File: config.mk
export PLATFORM = sky130hd
export DESIGN_NAME = multi_cycle_ctrl
export DESIGN_NICKNAME = d
export VERILOG_FILES = /design/src/rtl/multi_cycle_ctrl.sv
export SDC_FILE = /design/constraint.sdc
export NUM_CORES = 1
export LEC_CHECK = 0
export CAP_MARGIN = 40
export CORE_MARGIN = 4
export CORE_UTILIZATION = 35
export DETAILED_ROUTE_END_ITERATION = 12
export GPL_ROUTABILITY_DRIVEN = 0
export GPL_TIMING_DRIVEN = 0
export PLACE_DENSITY = 0.65
export SYNTH_ARGS = -nofsm -noshare
export SYNTH_HDL_FRONTEND = slang
export SYNTH_SLANG_ARGS = --single-unit
File: constraint.sdc
create_clock -name CLK -period 2.1 [get_ports CLK]
set_input_delay 0.42 -clock CLK [delete_from_list [all_inputs] [get_ports CLK]]
set_output_delay 0.42 -clock CLK [all_outputs]
set_load 0.1 [all_outputs]
File: src/rtl/multi_cycle_ctrl.sv
// multi_cycle_ctrl: multi-cycle control unit for the MIPS-subset CPU.
// Sequences each instruction through IF/ID/EXE/MEM/WB and decodes the
// datapath controls combinationally from the current state and opcode.
// PCWre fires in exactly one cycle per instruction (its last cycle).
//
// Optional build macro: MULTI_CYCLE_CTRL_JAL_EN
//   defined   -> opcode 111010 executes as JAL ($31 <= PC+4, PC <= jump target)
//   undefined -> opcode 111010 is unknown and runs as a 2-cycle NOP
//
// state | meaning
// ------+-------------------------------------------------------------
// IF    | fetch: load IR from instruction memory
// ID    | decode; J / JAL / NOP finish here, HALT parks
// EXE   | ALU operation; BEQ / BNE finish here
// MEM   | data memory access, held MEM_WAIT+1 cycles; SW finishes here
// WB    | register file write-back, PC update
// HALT  | stopped until reset
module multi_cycle_ctrl #(
    parameter int unsigned MEM_WAIT = 0
) (
    input  logic       CLK,
    input  logic       Reset,
    input  logic [5:0] opcode,
    input  logic       zero,
    output logic       PCWre,
    output logic       IRWre,
    output logic       InsMemRW,
    output logic [1:0] PCSrc,
    output logic       ALUSrcB,
    output logic [2:0] ALUOp,
    output logic       ExtSel,
    output logic [1:0] RegDst,
    output logic       RegWre,
    output logic       WrRegDSrc,
    output logic       DBDataSrc,
    output logic       mRD,
    output logic       mWR,
    output logic [2:0] state,
    output logic       halted
);

    typedef enum logic [2:0] {
        ST_IF   = 3'b000,
        ST_ID   = 3'b001,
        ST_EXE  = 3'b010,
        ST_MEM  = 3'b011,
        ST_WB   = 3'b100,
        ST_HALT = 3'b111
    } state_e;

    localparam logic [5:0] OP_ADD  = 6'b000000;
    localparam logic [5:0] OP_SUB  = 6'b000001;
    localparam logic [5:0] OP_ADDI = 6'b000010;
    localparam logic [5:0] OP_OR   = 6'b010000;
    localparam logic [5:0] OP_AND  = 6'b010001;
    localparam logic [5:0] OP_SW   = 6'b110000;
    localparam logic [5:0] OP_LW   = 6'b110001;
    localparam logic [5:0] OP_BEQ  = 6'b110100;
    localparam logic [5:0] OP_BNE  = 6'b110101;
    localparam logic [5:0] OP_J    = 6'b111000;
    localparam logic [5:0] OP_HALT = 6'b111111;
    localparam logic [5:0] OP_JAL  = 6'b111010;

    localparam logic [2:0] ALU_ADD = 3'b000;
    localparam logic [2:0] ALU_SUB = 3'b001;
    localparam logic [2:0] ALU_OR  = 3'b011;
    localparam logic [2:0] ALU_AND = 3'b100;

    localparam logic [3:0] WAIT_LAST = 4'(MEM_WAIT);

    state_e     state_q, state_d;
    logic [3:0] wcnt_q, wcnt_d;

    logic is_rtype, is_addi, is_lw, is_sw, is_beq, is_bne, is_j, is_halt;
    logic is_jal, is_known;
    logic [2:0] alu_op_dec;
    logic       alu_srcb_dec;

    // Enables before the reset gate; reset must never let a write through.
    logic pc_wre_raw, ir_wre_raw, reg_wre_raw, m_wr_raw;

    assign is_rtype = (opcode == OP_ADD) || (opcode == OP_SUB) ||
                      (opcode == OP_OR)  || (opcode == OP_AND);
    assign is_addi  = (opcode == OP_ADDI);
    assign is_lw    = (opcode == OP_LW);
    assign is_sw    = (opcode == OP_SW);
    assign is_beq   = (opcode == OP_BEQ);
    assign is_bne   = (opcode == OP_BNE);
    assign is_j     = (opcode == OP_J);
    assign is_halt  = (opcode == OP_HALT);

`ifdef MULTI_CYCLE_CTRL_JAL_EN
    assign is_jal   = (opcode == OP_JAL);
`else
    assign is_jal   = 1'b0;
`endif

    assign is_known = is_rtype || is_addi || is_lw || is_sw || is_beq ||
                      is_bne || is_j || is_halt || is_jal;

    // ALU operation and B-operand select per opcode; held from EXE to WB.
    always_comb begin
        alu_op_dec   = ALU_ADD;
        alu_srcb_dec = 1'b0;
        case (opcode)
            OP_SUB:              alu_op_dec = ALU_SUB;
            OP_OR:               alu_op_dec = ALU_OR;
            OP_AND:              alu_op_dec = ALU_AND;
            OP_BEQ, OP_BNE:      alu_op_dec = ALU_SUB;
            OP_ADDI, OP_LW, OP_SW: alu_srcb_dec = 1'b1;
            default: begin
                alu_op_dec   = ALU_ADD;
                alu_srcb_dec = 1'b0;
            end
        endcase
    end

    // State register and MEM wait counter.
    always_ff @(posedge CLK or negedge Reset) begin
        if (!Reset) begin
            state_q <= ST_IF;
            wcnt_q  <= 4'd0;
        end else begin
            state_q <= state_d;
            wcnt_q  <= wcnt_d;
        end
    end

    // Next-state and control decode from state + opcode (+ zero in EXE).
    always_comb begin
        state_d     = state_q;
        wcnt_d      = wcnt_q;
        pc_wre_raw  = 1'b0;
        ir_wre_raw  = 1'b0;
        reg_wre_raw = 1'b0;
        m_wr_raw    = 1'b0;
        InsMemRW    = 1'b0;
        PCSrc       = 2'b00;
        ALUSrcB     = 1'b0;
        ALUOp       = ALU_ADD;
        ExtSel      = 1'b1;
        RegDst      = 2'b10;
        WrRegDSrc   = 1'b1;
        DBDataSrc   = 1'b0;
        mRD         = 1'b0;
        halted      = 1'b0;

        case (state_q)
            ST_IF: begin
                ir_wre_raw = 1'b1;
                InsMemRW   = 1'b1;
                state_d    = ST_ID;
            end

            ST_ID: begin
                if (is_j) begin
                    pc_wre_raw = 1'b1;
                    PCSrc      = 2'b11;
                    state_d    = ST_IF;
                end else if (is_jal) begin
                    reg_wre_raw = 1'b1;
                    RegDst      = 2'b00;
                    WrRegDSrc   = 1'b0;
                    pc_wre_raw  = 1'b1;
                    PCSrc       = 2'b11;
                    state_d     = ST_IF;
                end else if (is_halt) begin
                    state_d = ST_HALT;
                end else if (!is_known) begin
                    pc_wre_raw = 1'b1;
                    state_d    = ST_IF;
                end else begin
                    state_d = ST_EXE;
                end
            end

            ST_EXE: begin
                ALUOp   = alu_op_dec;
                ALUSrcB = alu_srcb_dec;
                if (is_beq || is_bne) begin
                    pc_wre_raw = 1'b1;
                    PCSrc      = ((is_beq && zero) || (is_bne && !zero)) ? 2'b01 : 2'b00;
                    state_d    = ST_IF;
                end else if (is_lw || is_sw) begin
                    state_d = ST_MEM;
                end else begin
                    state_d = ST_WB;
                end
            end

            ST_MEM: begin
                ALUOp    = alu_op_dec;
                ALUSrcB  = alu_srcb_dec;
                mRD      = is_lw;
                m_wr_raw = is_sw;
                if (wcnt_q == WAIT_LAST) begin
                    wcnt_d = 4'd0;
                    if (is_sw) begin
                        pc_wre_raw = 1'b1;
                        state_d    = ST_IF;
                    end else begin
                        state_d = ST_WB;
                    end
                end else begin
                    wcnt_d = wcnt_q + 4'd1;
                end
            end

            ST_WB: begin
                ALUOp       = alu_op_dec;
                ALUSrcB     = alu_srcb_dec;
                reg_wre_raw = 1'b1;
                pc_wre_raw  = 1'b1;
                RegDst      = (is_addi || is_lw) ? 2'b01 : 2'b10;
                DBDataSrc   = is_lw;
                state_d     = ST_IF;
            end

            ST_HALT: begin
                halted = 1'b1;
            end

            default: begin
                state_d = ST_IF;
                wcnt_d  = 4'd0;
            end
        endcase
    end

    assign PCWre  = pc_wre_raw  & Reset;
    assign IRWre  = ir_wre_raw  & Reset;
    assign RegWre = reg_wre_raw & Reset;
    assign mWR    = m_wr_raw    & Reset;
    assign state  = state_q;

endmodule

Word level (Yosys, flattened, before mapping) --
Cells that the tools add are included.
Storage, ports and cells: register bits 7, bits of input ports 9, output and inout bits 21, word-level logic and storage cells 82
Cells by class: $add $sub $neg 1, equality and inequality tests 16, muxes and demuxes 33, bitwise gates (word level) 5, reductions and logical operators 25
Operators with widths (number):
- $eq A6 B6 Y1 const B | 6
- $mux W3 | 7
- $mux W1 | 16
- $pmux W3 S5 | 1
- $logic_or A1 B1 Y1 | 14
- $eq A6 B5 Y1 const B | 2
- $pmux W3 S3 | 1
- $reduce_or A3 Y1 | 3
- $mux W2 | 4
- $pmux W4 S2 | 1
- $eq A3 B2 Y1 const B | 2
- $eq A3 B3 Y1 const B | 2
- $eq A6 B1 Y1 const B | 1
- $eq A6 B2 Y1 const B | 1
- $logic_not A6 Y1 | 1
- $reduce_or A5 Y1 | 1
- $add A4 B1 Y4 const B | 1
- $and A1 B1 Y1 | 4
- $logic_not A4 Y1 | 1
- $mux W4 | 1
- $pmux W1 S4 | 1
- $pmux W2 S2 | 1
- $eq A3 B1 Y1 const B | 1
- $logic_not A3 Y1 | 1
- other kinds (5) | 6

Longest topological paths before layout --
Gate-level depths: netlist (run 1).
depth after elaboration 16, gate-level depth with buffers 6, depth with buffers taken out 6

Least setup slack after synthesis (run 1) --
Ideal clock, no wire load.
path kind flip-flop to output port, start register state_q[2] (netlist: state[2]), end output port IRWre, data arrival time 4.246 ns, path slack -2.566 ns, stages on the path, launching flop included 5, buffers on the path 2, path through dfrtp_1 buf_4 buf_2 nor3_1 and2_1
Between the ends: word-level cells in the longest chain between the ends 3
Ends and longest elaborated chain:
- from (decl) | RTL line 71 | state_e state_q, state_d;
- from (signal assigned) | RTL line 124 | state_q <= state_d;
- $logic_not A3 Y1
- $mux W1
- net InsMemRW | RTL line 27 | output logic InsMemRW,
- $and A1 B1 Y1 | RTL line 231 | assign IRWre = ir_wre_raw & Reset;
- to (decl) | RTL line 26 | output logic IRWre,
The timed path passes the listed nets, and every way through them passes these cells.

Worst setup path in the final report (run 1) --
start register state_q[1] (netlist: state[1]), end output port PCWre
Between the ends: word-level cells in the longest chain between the ends 3, elaborated cells on any way between the ends 6, those cells by class eq/ne (4); mux (1); bitwise (1)
Ends and longest elaborated chain:
- $eq A3 B3 Y1 (tied with other cells) | RTL line 148 | case (state_q)
- $pmux W1 S4 * | RTL line 148
- $and A1 B1 Y1 * | RTL line 230 | assign PCWre = pc_wre_raw & Reset;
- to (decl) | RTL line 25 | output logic PCWre,
Mark *: on every way between the ends. The rest lies on a longest branch, timed or not.

==> run_results.csv, run 1 <==
group,metric,value,unit
place,dp_slack,-1020,ps
sta,hold_viol_final,0,
power_and_ir_drop,p_clk_frac,0.085,
synth,yosys.area.top_type,"dfrtp_1",
routing,initialDrtViolationCount,34,
synth,synth_compound_area_frac,0.171,
final_layout,area_delta_synth_final,113,%
place,dp.final_hpwl,2010,um
job,cap_violations,0,
setup_path,timing.rr.end,"wcnt_q[2]$_DFFE_PN0N_",
sta,fin_tns_setup,-846,ps
global_routing,track_usage,0.201,
setup_path,setup.worst_path.end,"PCWre",
global_routing,grt_start_max_net_pins,14,
floorplanning,fp.coreArea,2250,um^2
setup_path,reg2reg_slack,430,ps
setup_path,r2r_cells,7,
place,portBuffers,25,
clock_tree,cts-buffers-inserted,3,
power_and_ir_drop,power_density,780,nW/um^2
final_layout,final_cell_mix,"23 x buf_4, 18 x buf_12, 10 x nand2_1",
global_routing,grt_pass1_vias,1085,
sta,min_period,2340,ps
clock_tree,clk_latency,250,ps
power_and_ir_drop,p_seq_frac,0.133,
clock_tree,cts-root-buf,"clkbuf_4",
synth,syn-cell-area,840,um^2
floorplanning,die_x,57.0,um
sta,final-max-slew-violation-count,0,
setup_path,required,1680,ps
synth,ys_seq_area_frac,0.209,
power_and_ir_drop,ir_drop,1070,uV
clock_tree,h-tree-depth,1,
power_and_ir_drop,power_frac_comb,0.782,
outcome,status,"finished, violations left",
outcome,violations,"negative setup slack",
setup_path,end_kind,"output port",
synth,syn_avg_cell_area,7.56,um^2
final_layout,nets,179,
global_routing,gr-total-overflow,0,
setup_path,worstSetupPathType,"register to output port",
sta,rsz0062_at_grt,"true",
synth,synth_top_family_by_area,"simple AND/OR/NAND/NOR gates",
routing,remaining_drc_errors,0,
floorplanning,fp.dieH,57.0,um
setup_path,startpoint_type,"register",
synth,synthMuxAreaShare,0.0119,
synth,post-synth-top-area-fraction,0.209,
synth,synth_area_leaders,"dfrtp_1 21%, nand2_1 4.9%, and3_1 4.5%, nor2_1 4.0%, nand3_1 3.6%",
place,placed_cells,184,
synth,synth-edff-count,0,
setup_path,rr_startpoint,"state[2]$_DFFE_PN0P_",
hold_path,min_path_type,"input pin to async pin",
synth,synth_xor_xnor_area_share,0.0313,
global_routing,grt_antenna_before_repair,0,
sta,timing.final.ws_setup,-237,ps
setup_path,cp-startpoint,"state[1]$_DFFE_PN0P_",
final_layout,layout.cells.non_filler,195,
final_layout,multi_input_area,767,um^2
sta,setup_viol,7,
synth,synth_flop_cell,"dfrtp_1",
routing,vias,1080,
final_layout,fillCellCount,139,
floorplanning,design.die.area,3250,um^2
synth,synth_fa_ha_area_frac,0.0417,
floorplanning,start_util,0.372,
synth,synthDistinctLibCells,40,
clock_tree,cts.sink_count,7,
synth,netlist_instances,111,
routing,drtAntennaViolNets,0,
final_layout,final_common_cell,"buf_4",
power_and_ir_drop,p_leak,0.761,nW
synth,synth-warning-count,0,
sta,fmax,428,MHz
setup_path,crit_arrival,1920,ps
sta,finClkSkew,5.82,ps
clock_tree,clockBufferDepth,2,
routing,finalWirelength,3200,um
floorplanning,rows,17,
routing,avgViaCountPerCell,5.54,
sta,min_period_over_period,1.11,
power_and_ir_drop,p_int,0.674,mW
final_layout,seq_area,186,um^2
routing,dr.pass1.iters,4,
final_layout,antennaDiodeCount,0,
clock_tree,tritoncts,"yes",
power_and_ir_drop,power.switching,0.721,mW
synth,synthSimpleGateAreaFrac,0.429,
setup_path,cp_max_fo,5,
power_and_ir_drop,p_total,1.39,mW
synth,ys_ff_latch,7,
floorplanning,io_pins,30,
synth,async_flop_share,1.00,
power_and_ir_drop,p_sw_frac,0.517,
clock_tree,path_clk_slew,50,ps
final_layout,layout-drive-gt1-share,0.563,
global_routing,grt_pass1_wl,5120,um
routing,wire_per_inst,16.4,um
cell usage after synthesis, types with 2 or more instances:
master    count
nand2_1      11
nor2_1        9
dfrtp_1       7
inv_1         7
and3_1        6
nand3_1       6
nor3_1        6
buf_2         5
a21oi_1       4
o21ai_1       4
and2_1        3
buf_4         3
o21ai_0       3
o22ai_1       3
a21boi_0      2
ha_1          2
nand3b_1      2
nor3_2        2
nor3b_2       2
nor4_1        2
nor4b_1       2
xnor2_1       2
flip-flops by register name, indices dropped and copies added, names as in the netlist:
signal / count
state: 3
wcnt_q: 4
power groups by stage:
stage / Combinational [mW] / Sequential (mW) / Clock (mW)
4_1_cts: 0.994 / 0.184 / 0.124
6_report: 1.09 / 0.186 / 0.119
2_1_floorplan: 0.501 / 0.306 / 0
3_3_place_gp: 0.770 / 0.190 / 0
5_1_grt: 1.14 / 0.189 / 0.136
3_5_place_dp: 0.922 / 0.189 / 0
layout make-up:
class | instances | share of cell area
buffer | 8 | 0.0448
inverter | 7 | 0.0168
tap | 28 | 0.0196
multi-input combinational | 89 | 0.429
sequential | 7 | 0.104
timing repair buffer | 52 | 0.371
clock buffer | 4 | 0.0147
metrics by stage:
step | hold slack (ps) | utilization | instance area (um^2)
2_1_floorplan | 124 | - | 970
3_3_place_gp | 526 | 0.557 | 1250
3_5_place_dp | 542 | 0.683 | 1540
4_1_cts | 245 | 0.751 | 1690
5_1_grt | 262 | 0.794 | 1790
6_report | 238 | 0.794 | 1790
worst min-delay path by stage:
stage / from / to / slack, ps / cells past startpoint
2_1_floorplan: Reset / wcnt_q[0]$_DFFE_PN0N_ / 120 / 0
3_3_place_gp: wcnt_q[2]$_DFFE_PN0N_ / wcnt_q[2]$_DFFE_PN0N_ / 530 / 1
3_5_place_dp: wcnt_q[2]$_DFFE_PN0N_ / wcnt_q[2]$_DFFE_PN0N_ / 540 / 1
4_1_cts: Reset / state[2]$_DFFE_PN0P_ / 250 / 1
5_1_grt: Reset / wcnt_q[0]$_DFFE_PN0N_ / 260 / 1
6_report: Reset / state[2]$_DFFE_PN0P_ / 240 / 1
routing by layer:
metal	global-route usage	part of all wire	vias up	wire (um)
li1	-	-	504	-
met1	0.262	0.41	523	1320
met2	0.325	0.52	46	1650
met3	0.0475	0.055	7	177
met4	0.0728	0.016	0	51
met5	0	0	-	0
cell families after synthesis:
family / Yosys count
buffers and inverters: 16
adder cells (fa/ha/maj): 3
AO/OA/AOI/OAI: 21
other: 1
multiplexers: 1
flip-flops: 7
XOR/XNOR: 3
AND/OR/NAND/NOR: 59
worst max-delay path: stages (launching register included):
cell and delay [ps]:
dfrtp_4 500, buf_12 140, or3b_4 390, a211oi_2 220, nand3_2 110, nand3_4 110, buf_12 180
what timing repair did:
action | in CTS | in global routing
endpoints found under the setup margin | 16 | 8
hold buffers | 0 | 0
pin swaps | 8 | 9
buffers inserted | 15 | 10
hold endpoints to repair | 0 | 0
gates resized for setup | 55 | 9
(Power assumes the default switching activity.)
==> inputs of run 2 (changes only) <==
- ABC_AREA: not set -> 0
- CORE_MARGIN: 4 -> 2
- SKIP_CTS_REPAIR_TIMING: not set -> 1
==> run 2 against run 1 <==
  * Worst setup slack lost 14 ps
  * Die area shrank 14%
  * Wire length shrank 14%
  * Final cell count shrank 5.1%
  * Register-to-register slack gained 120 ps
  * The flow still finishes with violations (negative setup slack)
  * Combinational power shrank 8%
  * Highest routed layer unchanged
==> run_results.csv, run 2 (same netlist as run 1, synthesis figures left out) <==
group,metric,value,unit
floorplanning,start_util,0.376,
setup_path,startpoint_type,"register",
floorplanning,rows,17,
sta,timing.final.ws_setup,-250,ps
setup_path,cp_num_buf_inv,2,
clock_tree,clockBufferDepth,2,
global_routing,grt_start_max_net_pins,14,
floorplanning,fp.coreArea,2230,um^2
setup_path,end_kind,"output port",
sta,fmax,425,MHz
clock_tree,cts-root-buf,"clkbuf_4",
routing,remaining_drc_errors,0,
sta,setup_viol,6,
setup_path,rr_startpoint,"state[1]$_DFFE_PN0P_",
sta,min_period_over_period,1.12,
setup_path,crit_path_cell_trace,"buf_12 > or3b_4 > a211oi_2 > nand3_1 > nand3_4 > buf_12",
setup_path,required,1680,ps
final_layout,nets,169,
routing,vias,1002,
routing,dr.pass1.iters,4,
final_layout,final_cell_mix,"16 x buf_12, 12 x buf_4, 9 x nand2_1",
final_layout,antennaDiodeCount,0,
global_routing,gr-total-overflow,0,
final_layout,area_delta_synth_final,102,%
global_routing,grt_pass1_vias,893,
routing,finalWirelength,2760,um
outcome,violations,"negative setup slack",
setup_path,cpPeakStageDelay,500,ps
floorplanning,design.die.area,2810,um^2
clock_tree,path_clk_slew,60,ps
routing,initialDrtViolationCount,17,
routing,wire_per_inst,14.9,um
final_layout,top_register,"wcnt_q",
clock_tree,tritoncts,"yes",
setup_path,worstSetupPathType,"register to output port",
outcome,status,"finished, violations left",
sta,min_period,2350,ps
final_layout,largest_reg_flops,4,
setup_path,crit_arrival,1930,ps
setup_path,cp-startpoint,"state[1]$_DFFE_PN0P_",
floorplanning,die_x,53.0,um
clock_tree,clk_latency,250,ps
job,cap_violations,0,
global_routing,grt_pass1_wl,3970,um
clock_tree,h-tree-depth,1,
floorplanning,io_pins,30,
power_and_ir_drop,p_leak,0.712,nW
place,portBuffers,25,
power_and_ir_drop,p_total,1.34,mW
power_and_ir_drop,ir_drop,996,uV
setup_path,crit_family,"simple AND/OR/NAND/NOR gates",
sta,hold_viol_final,0,
routing,drtAntennaViolNets,0,
hold_path,min_path_type,"input pin to async pin",
clock_tree,cts.sink_count,7,
sta,tightestPinTransition,559,ps
global_routing,grt_antenna_before_repair,0,
clock_tree,cts-buffers-inserted,3,
sta,slew_headroom,0.627,
routing,avgViaCountPerCell,5.42,
setup_path,path_common_cell,"buf_12",
setup_path,cp_max_fo,4,
floorplanning,fp.dieH,53.0,um
sta,rsz0062_at_grt,"true",
sta,hold_ws,135,ps
sta,final-max-slew-violation-count,0,
final_layout,layout-drive-gt1-share,0.535,
power_and_ir_drop,power_density,790,nW/um^2
final_layout,final_common_cell,"buf_12",
sta,finClkSkew,6.99,ps
setup_path,cp_slowest_cell,"dfrtp_4",
final_layout,utilization,0.758,
place,dp.final_hpwl,1870,um
global_routing,track_usage,0.189,
==> run 2: worst register-to-register path: stages, from the launching register on <==
cell and delay [ps]:
dfrtp_4 500, buf_12 140, buf_4 150, maj3_1 420, o21ai_1 110, nand2_1 70
o41ai_1 60
==> run 2: per-stage QoR <==
stage | std cells | setup slack [ps] | setup TNS, ps | instance area, um^2
2_1_floorplan | 112 | -498 | -2660 | 970
3_3_place_gp | 165 | -1470 | -16810 | 1250
3_5_place_dp | 184 | -1050 | -10510 | 1540
4_1_cts | 188 | -1070 | -11120 | 1570
5_1_grt | 185 | -325 | -1140 | 1690
6_report | 185 | -250 | -733 | 1690
==> run 2: worst paths after layout <==
path,slack (ps),to,cells after the start
max,-250,PCWre,6
min,130,wcnt_q[2]$_DFFE_PN0N_,1
max reg2reg,550,wcnt_q[2]$_DFFE_PN0N_,6
min reg2reg,530,wcnt_q[2]$_DFFE_PN0N_,1
max in group asynchronous,1540,state[1]$_DFFE_PN0P_,1
min in group CLK,530,wcnt_q[2]$_DFFE_PN0N_,1
==> run 2: power breakdown <==
group	total (mW)	leakage, nW	switching, mW	internal, mW
registers	0.206	0.0904	0.0432	0.162
logic	1.00	0.607	0.621	0.383
clock network	0.127	0.0150	0.0541	0.0728
==> run 2: area by class of cell <==
class,instances,area [um^2]
fill,159,541
timing repair buffer,42,558
sequential,7,186
tap,28,35.0
buffer,8,75.1
inverter,7,30.0
multi-input combinational,89,782
clock buffer,4,26.3
==> run 2: metal layers <==
| layer | vias up | track usage | share of wire |
|---|---|---|---|
| li1 | 487 | - | - |
| met1 | 479 | 0.252 | 0.42 |
| met2 | 34 | 0.325 | 0.53 |
| met3 | 2 | 0.0226 | 0.047 |
| met4 | 0 | 0.0427 | 0.0044 |
| met5 | - | 0 | 0 |
